**config.mk**
```make
export PLATFORM = sky130hd
export DESIGN_NAME = streamselect_arb
export DESIGN_NICKNAME = d
export VERILOG_FILES = /design/src/rtl/streamselect_arb.sv
export SDC_FILE = /design/constraint.sdc
export NUM_CORES = 1
export LEC_CHECK = 0
export BUFFER_PORTS_ARGS = -buffer_cell sky130_fd_sc_hd__buf_2
export CAP_MARGIN = 20
export CORE_MARGIN = 4
export CORE_UTILIZATION = 37
export CTS_BUF_LIST = sky130_fd_sc_hd__clkbuf_4
export DETAILED_ROUTE_END_ITERATION = 10
export GPL_TIMING_DRIVEN = 0
export PLACE_DENSITY_LB_ADDON = 0.3
export SKIP_CTS_REPAIR_TIMING = 1
export SYNTH_ARGS = -nofsm -noshare
export SYNTH_HDL_FRONTEND = slang
export SYNTH_SLANG_ARGS = --single-unit
```
**constraint.sdc**
```tcl
create_clock -name clk -period 2.7 [get_ports clk]
set_clock_uncertainty 0.05 [all_clocks]
set_input_delay 0.135 -clock clk [delete_from_list [all_inputs] [get_ports clk]]
set_output_delay 0.135 -clock clk [all_outputs]
set_load 0.005 [all_outputs]
```
**src/rtl/streamselect_arb.sv**
```systemverilog
// Message-granular arbiter that merges NUM_STREAMS sources onto one tx stream port.
// The grant is held for a whole message. Either round-robin or fixed-priority arbitration is selected by parameter.
module streamselect_arb #(
   parameter int unsigned NUM_STREAMS = 4,
   parameter int unsigned DATA_W      = 32,
   parameter int unsigned COUNT_W     = 8,
   parameter int unsigned ROUND_ROBIN = 1
) (
   input  logic                           clk,
   input  logic                           rst,
   input  logic [NUM_STREAMS*DATA_W-1:0]  in_data,
   input  logic [NUM_STREAMS*COUNT_W-1:0] in_count,
   input  logic [NUM_STREAMS-1:0]         in_avail,
   output logic [NUM_STREAMS-1:0]         in_pull,
   output logic [DATA_W-1:0]              strm_data,
   output logic [COUNT_W-1:0]             strm_count,
   output logic [3:0]                     strm_id,
   output logic                           strm_avail,
   input  logic                           strm_pull
);

   localparam int unsigned ID_W  = (NUM_STREAMS > 1) ? $clog2(NUM_STREAMS) : 1;
   localparam int unsigned REM_W = COUNT_W + 1;

   localparam logic [0:0] ST_IDLE = 1'b0;
   localparam logic [0:0] ST_BUSY = 1'b1;

   localparam logic [ID_W-1:0] LAST_RST = ID_W'(NUM_STREAMS - 1);

   // strm_id is fixed at 4 bits, so at most 16 channels can be encoded
   generate
      if (NUM_STREAMS < 2 || NUM_STREAMS > 16) begin : g_bad_num_streams
         $error("streamselect_arb: NUM_STREAMS must be in 2..16");
      end
   endgenerate

   logic [0:0]        state;
   logic [0:0]        state_nxt;
   logic [ID_W-1:0]   grant;
   logic [ID_W-1:0]   grant_nxt;
   logic [ID_W-1:0]   last_grant;
   logic [ID_W-1:0]   last_nxt;
   logic [REM_W-1:0]  remaining;
   logic [REM_W-1:0]  rem_nxt;
   logic [COUNT_W-1:0] count_nxt;

   logic [ID_W-1:0]   winner_c;
   logic [ID_W-1:0]   cand_c;
   logic              found_c;

   logic [DATA_W-1:0]  data_arr  [NUM_STREAMS];
   logic [COUNT_W-1:0] count_arr [NUM_STREAMS];

   for (genvar g = 0; g < NUM_STREAMS; g++) begin : g_unpack
      assign data_arr[g]  = in_data[g*DATA_W +: DATA_W];
      assign count_arr[g] = in_count[g*COUNT_W +: COUNT_W];
   end

   // Winner search: rotate the scan start to last_grant+1 in round-robin mode
   always_comb begin
      winner_c = '0;
      cand_c   = '0;
      found_c  = 1'b0;
      for (int unsigned i = 0; i < NUM_STREAMS; i++) begin
         if (ROUND_ROBIN != 0) begin
            cand_c = ID_W'((32'(last_grant) + i + 32'd1) % NUM_STREAMS);
         end else begin
            cand_c = ID_W'(i);
         end
         if (!found_c && in_avail[cand_c]) begin
            winner_c = cand_c;
            found_c  = 1'b1;
         end
      end
   end

   // Next-state and pull/avail decode
   always_comb begin
      state_nxt  = state;
      grant_nxt  = grant;
      last_nxt   = last_grant;
      rem_nxt    = remaining;
      count_nxt  = strm_count;
      strm_avail = 1'b0;
      in_pull    = '0;
      case (state)
         ST_IDLE: begin
            if (found_c) begin
               state_nxt = ST_BUSY;
               grant_nxt = winner_c;
               count_nxt = count_arr[winner_c];
               // A zero-length header still carries one word
               if (count_arr[winner_c] == '0) begin
                  rem_nxt = REM_W'(1);
               end else begin
                  rem_nxt = {1'b0, count_arr[winner_c]};
               end
            end
         end
         ST_BUSY: begin
            strm_avail = in_avail[grant] & ~rst;
            if (strm_avail && strm_pull) begin
               in_pull[grant] = 1'b1;
               rem_nxt        = remaining - REM_W'(1);
               if (remaining == REM_W'(1)) begin
                  state_nxt = ST_IDLE;
                  last_nxt  = grant;
               end
            end
         end
         default: begin
            state_nxt = ST_IDLE;
         end
      endcase
   end

   // State register
   always_ff @(posedge clk) begin
      if (rst) begin
         state      <= ST_IDLE;
         grant      <= '0;
         last_grant <= LAST_RST;
         remaining  <= '0;
         strm_count <= '0;
      end else begin
         state      <= state_nxt;
         grant      <= grant_nxt;
         last_grant <= last_nxt;
         remaining  <= rem_nxt;
         strm_count <= count_nxt;
      end
   end

   assign strm_id   = 4'(grant);
   assign strm_data = data_arr[grant];

endmodule

```
After elaboration in Yosys (flattened, before gate mapping). Index checks and enable logic that the tools add are counted.

Bits in registers: 22. Output and inout port bits: 49.

Add/subtract/negate cells: 7. $lt $le $gt $ge: 8. Equal/unequal tests: 3. Mux-type cells: 37. Bitwise logic cells: 5. Reduce and logical (&&, ||, !) cells: 12.

Operator list (count): 32-bit binary-select mux with 2-bit select (1); 32-bit 2-to-1 mux (2); 8-bit 2-to-1 mux (3); 9-bit 2-to-1 mux (2); 9-bit one-hot mux with 2 select lines (1); 8-bit binary-select mux with 2-bit select (1); 2-bit by 3-bit less-than comparator with 1-bit output (second input constant) (5); 1-bit 2-to-1 mux (14); 1-bit binary-select mux with 2-bit select (5); 9-bit by 1-bit equality test with 1-bit output (second input constant) (1); 9-bit by 1-bit subtractor with 9-bit output (second input constant) (1); 2-bit by 1-bit adder with 2-bit output (second input constant) (4); 8-bit zero test (1); 2-bit 2-to-1 mux (4); 4-bit 2-to-1 mux (2); 3-bit >= comparator (second input constant) (2); 2-bit NOT with 3-bit output (2); 1-bit logical AND (5); 2-bit adder (second input constant) (2); 2-bit AND reduction (2); 1-bit zero test (3); 3-bit AND reduction (1); 1-bit demux with 2-bit select (1); 2-bit by 1-bit >= comparator with 1-bit output (second input constant) (1); other kinds (5) (6).

Logic depth before layout (Yosys ltp).
Depth after elaboration: 21. Depth in mapped cells: 7.

Worst setup path before layout. OpenSTA, ideal clock, no wires.

Path type: flip-flop to flip-flop. Start: register last_grant[0]. End: register remaining[0]. Arrival time: 2238 ps. Data required time: 2580 ps. Setup slack: 342 ps. Stages on the path, launching flop included: 8. Buffers on the path: 1. Period minus slack after synthesis: 2358 ps. Path through: dfxtp_1 -> nand2b_1 -> o21ai_1 -> a221oi_2 -> buf_6 -> mux4_2 -> or4_1 -> a21oi_1.

Longest elaborated chain between the ends: 21.

Ends and longest elaborated chain: from (decl) (line 41) `logic [ID_W-1:0] last_grant;`; from (signal assigned) (line 128) `last_grant <= last_nxt;`; branches (longest 21 deep; another with 2-bit by 1-bit adder with 2-bit output); to (signal assigned) (line 129) `remaining <= rem_nxt;`; to (decl) (line 43) `logic [REM_W-1:0] remaining;`.

Parallel ways; which one is timed is not known. The select of a mux whose other input is x is not followed. A chain may end at the register's enable or synchronous reset.

Worst setup path in the final report.
Start: register grant[0]. End: output port in_pull[1].

Longest elaborated chain between the ends: 6.

Ends and longest elaborated chain: from (decl) (line 39) `logic [ID_W-1:0] grant;`; from (signal assigned) (line 127) `grant <= grant_nxt;`; 2-bit by 3-bit less-than comparator with 1-bit output (implied by the code) (tied with other cells) (line 103) `in_pull[grant] = 1'b1;`; 1-bit logical AND (implied by the code) or 1-bit 2-to-1 mux (tied branches) (line 103, 101); 1-bit 2-to-1 mux (implied by the code) or 1-bit bitwise AND (tied branches) (line 103, 101); 1-bit demux with 2-bit select or 1-bit logical AND (tied branches) (line 103, 102); 4-bit 2-to-1 mux (*) (line 102) `if (strm_avail && strm_pull) begin`; 4-bit 2-to-1 mux (*) (line 86) `case (state)`; to (decl) (line 14) `output logic [NUM_STREAMS-1:0] in_pull,`.

Every way passes the cells marked *; elsewhere a longest branch is shown, timed or not. The select of a mux whose other input is x is not followed.

==> run metrics <==
Reg2Reg Depth=7; PwrDens=339.2 mW/mm^2; flops & latches, synth=22; Flop pwr share=32.1%; largest net degree at the start of global routing=14; sequential area share after synthesis=20.17%; Yosys Warn Count=0; Async SR Flop Fraction=0%; CTS Buf Count=3; Total GRT Usage=24.83%; Hold WC Path Type=in -> reg; R2R Setup Slk=220 ps; Slew HR=60.60%; period utilisation layout=92.77%; clk buf depth=2; Fin. Hold Viols=0; starting DRC count in detailed routing=117; Syn Area/Cell=10.25 sq um; dpl hpwl=8.223 mm; first-pass GRT wire length=14.14 mm; Worst EP arrival=2320 ps; fin. max-slew vios=0; post-DR vias/cell=5.409; Synth Flop Type=dfxtp_1; slowest stage cell, crit path=mux4_2; Die W=84.82 microns; Synth Cell Area=0.002183 sq mm; Hold Path Sink=remaining[7]; root buffer cell=clkbuf_4; worst-path fanout max=10; Worst VDD drop=0.0003604 V; Post-route DRC=0; CTS H-tree lvls=1; Psw=361.3 uW; overall power after layout=1.157 mW; GRT Residual Overflow=0; worst-margin pin slew=591.0 ps; Synth cell types=40; initial antenna violation count=0; Worst-Skew Late Latency=320 ps; Starting Density=38.93%; reg2reg end=remaining[0]; post-DR wirelength/cell=18.54 microns; WP data required=2520 ps; Antenna diodes=0; layout net count=602; # rows=27; CTS tree=built; Post-DRT Antenna Nets=0; worst hold start=rst; max cap viols=0; Crit Path Category=reg -> out; Post-Route WL=9.345 mm; drt first pass iters=4; min cycle time layout=2505 ps; IO Pins=216; I/O Buffers=213; RSZ-0062 raised after global routing=no; Combinational Power Share=45.5%; hold depth=4; cells after synthesis=213; P&R area growth vs syn=56.22%; gpl congestion=0.9648; fmax=399.2 MHz; critical path cell sequence=clkbuf_4 > mux4_2 > and4b_1 > clkbuf_1 > and3_1 > buf_2; Die Ht=84.82 microns; Leak=1.600 nW; Power Internal=795.5 uW; vias in the first global route=2,846; die area=0.007194 sq mm; reg2reg start=last_grant[0]; Setup TNS=0 ps; status=finished clean; Clk pin slew, worst setup/hold paths=130 ps; CP Launch Type=flip-flop; Clock Power Share=22.3%; share of layout cells above drive strength 1=62.50%; crit path capture type=output port; Post-synth EDFFs=0; net switching fraction of the power=31.23%; endpoints failing setup=0; Num Clock Sinks=22; total number of vias=2,726; Worst path max stage delay=560 ps; Core Box Area=0.005608 sq mm
==> Yosys cell counts (2+ instances only) <==
| master | n | share of area (%) |
|---|---|---|
| a211o_1 | 2 | 0.80 |
| a211oi_1 | 3 | 1.0 |
| a21oi_1 | 16 | 3.7 |
| a31oi_1 | 4 | 1.1 |
| and3_1 | 2 | 0.57 |
| buf_1 | 3 | 0.52 |
| buf_4 | 3 | 1.0 |
| clkbuf_1 | 10 | 1.7 |
| dfxtp_1 | 22 | 20 |
| ha_1 | 2 | 1.1 |
| inv_1 | 6 | 1.0 |
| mux2_2 | 3 | 1.5 |
| mux2i_1 | 13 | 6.0 |
| mux4_2 | 36 | 37 |
| nand2_1 | 23 | 4.0 |
| nand2b_1 | 6 | 1.7 |
| nand3_1 | 3 | 0.69 |
| nor2_1 | 17 | 2.9 |
| nor3_1 | 5 | 1.1 |
| nor4_1 | 6 | 1.7 |
| o211ai_1 | 2 | 0.69 |
| o21ai_0 | 4 | 0.92 |
| o21ai_1 | 3 | 0.69 |
| or2_1 | 2 | 0.57 |
| xnor2_1 | 2 | 0.80 |
==> cell usage in the layout, fill, tap and decap left out, drive strengths merged, types with 2 or more instances in the layout <==
cell type	n
a221oi	2
o21ai	7
and3	2
buf	219
xnor2	2
nor2	17
nor3	5
a211oi	3
or2	3
a31oi	4
mux2i	13
clkbuf	16
nand3	3
conb	2
ha	2
mux2	3
a21oi	16
a211o	2
nand2b	6
nor4	6
inv	6
dfxtp	22
nand2	23
o211ai	2
mux4	36
nor3b	2
==> worst max-delay path: cells and delay by family, from the launching register on <==
| kind | cells | cell delay, ps |
|---|---|---|
| DFF | 1 | 350 |
| muxes | 1 | 560 |
| and+or+nand+nor | 2 | 490 |
| buffers and inverters | 3 | 610 |
==> metrics by stage <==
stage | utilization (%) | instance area [sq um] | setup WS (ps) | std cells | hold WS (ps)
after floorplan | - | 2187 | 342.0 | 214 | 244.6
after global placement | 59.62 | 3343 | 165.0 | 499 | 392.8
after detailed placement | 59.62 | 3343 | 116.7 | 499 | 397.1
after CTS | 60.55 | 3396 | 71.33 | 503 | 103.3
after global routing | 60.82 | 3411 | 49.25 | 504 | 113.6
final | 60.82 | 3411 | 195.3 | 504 | 109.3
==> power groups by stage <==
stage	clock (mW)	combinational, mW	sequential [mW]
2_1_floorplan	0	0.276	0.376
3_3_place_gp	0	0.517	0.378
3_5_place_dp	0	0.525	0.379
4_1_cts	0.257	0.527	0.371
5_1_grt	0.273	0.578	0.376
6_report	0.258	0.527	0.372
==> sequential cells by signal, indices dropped and copies added (netlist names) <==
signal and flops:
grant 2, state 1, remaining 9, last_grant 2, strm_count 8
==> final cells by class <==
class	count	area [sq um]
Fill cell	514	2197
Multi-Input combinational cell	168	1637
Buffer	18	93.84
Clock inverter	1	30.03
Sequential cell	22	441.7
Tap cell	72	90.09
Inverter	6	22.52
Clock buffer	3	22.52
Timing Repair Buffer	214	1074
==> logic make-up (layout without fill, tap and decap cells) <==
kind of cell	after synthesis	in the layout	share of synthesized area (%)
AOI/OAI and AO/OA	38	38	11.63
xor gates and xnor gates	3	3	1.204
adders and majority gates	2	2	1.146
buffers and inverters	24	242	5.043
DFF	22	22	20.17
muxes	52	52	44.64
other	1	2	0.1718
and+or+nand+nor	71	71	15.99
==> per-layer routing <==
layer,up-vias,global-route usage [%],part of all wire (%)
li1,1267,-,-
met1,1300,29.98,38
met5,-,0,0
met4,0,6.475,2.7
met3,16,4.854,8.0
met2,143,45.05,51
==> how the worst max path moves through the flow <==
stage | startpoint | to | slack, ps | cells past startpoint
detailed placement | last_grant[0] | remaining[0] | 120 | 7
floorplan | last_grant[0] | remaining[0] | 340 | 7
global route | last_grant[0] | remaining[0] | 50 | 7
global placement | last_grant[0] | remaining[0] | 160 | 7
CTS | grant[0] | strm_data[9] | 70 | 4
finish | grant[0] | in_pull[1] | 200 | 6
(Power assumes the default switching activity.)
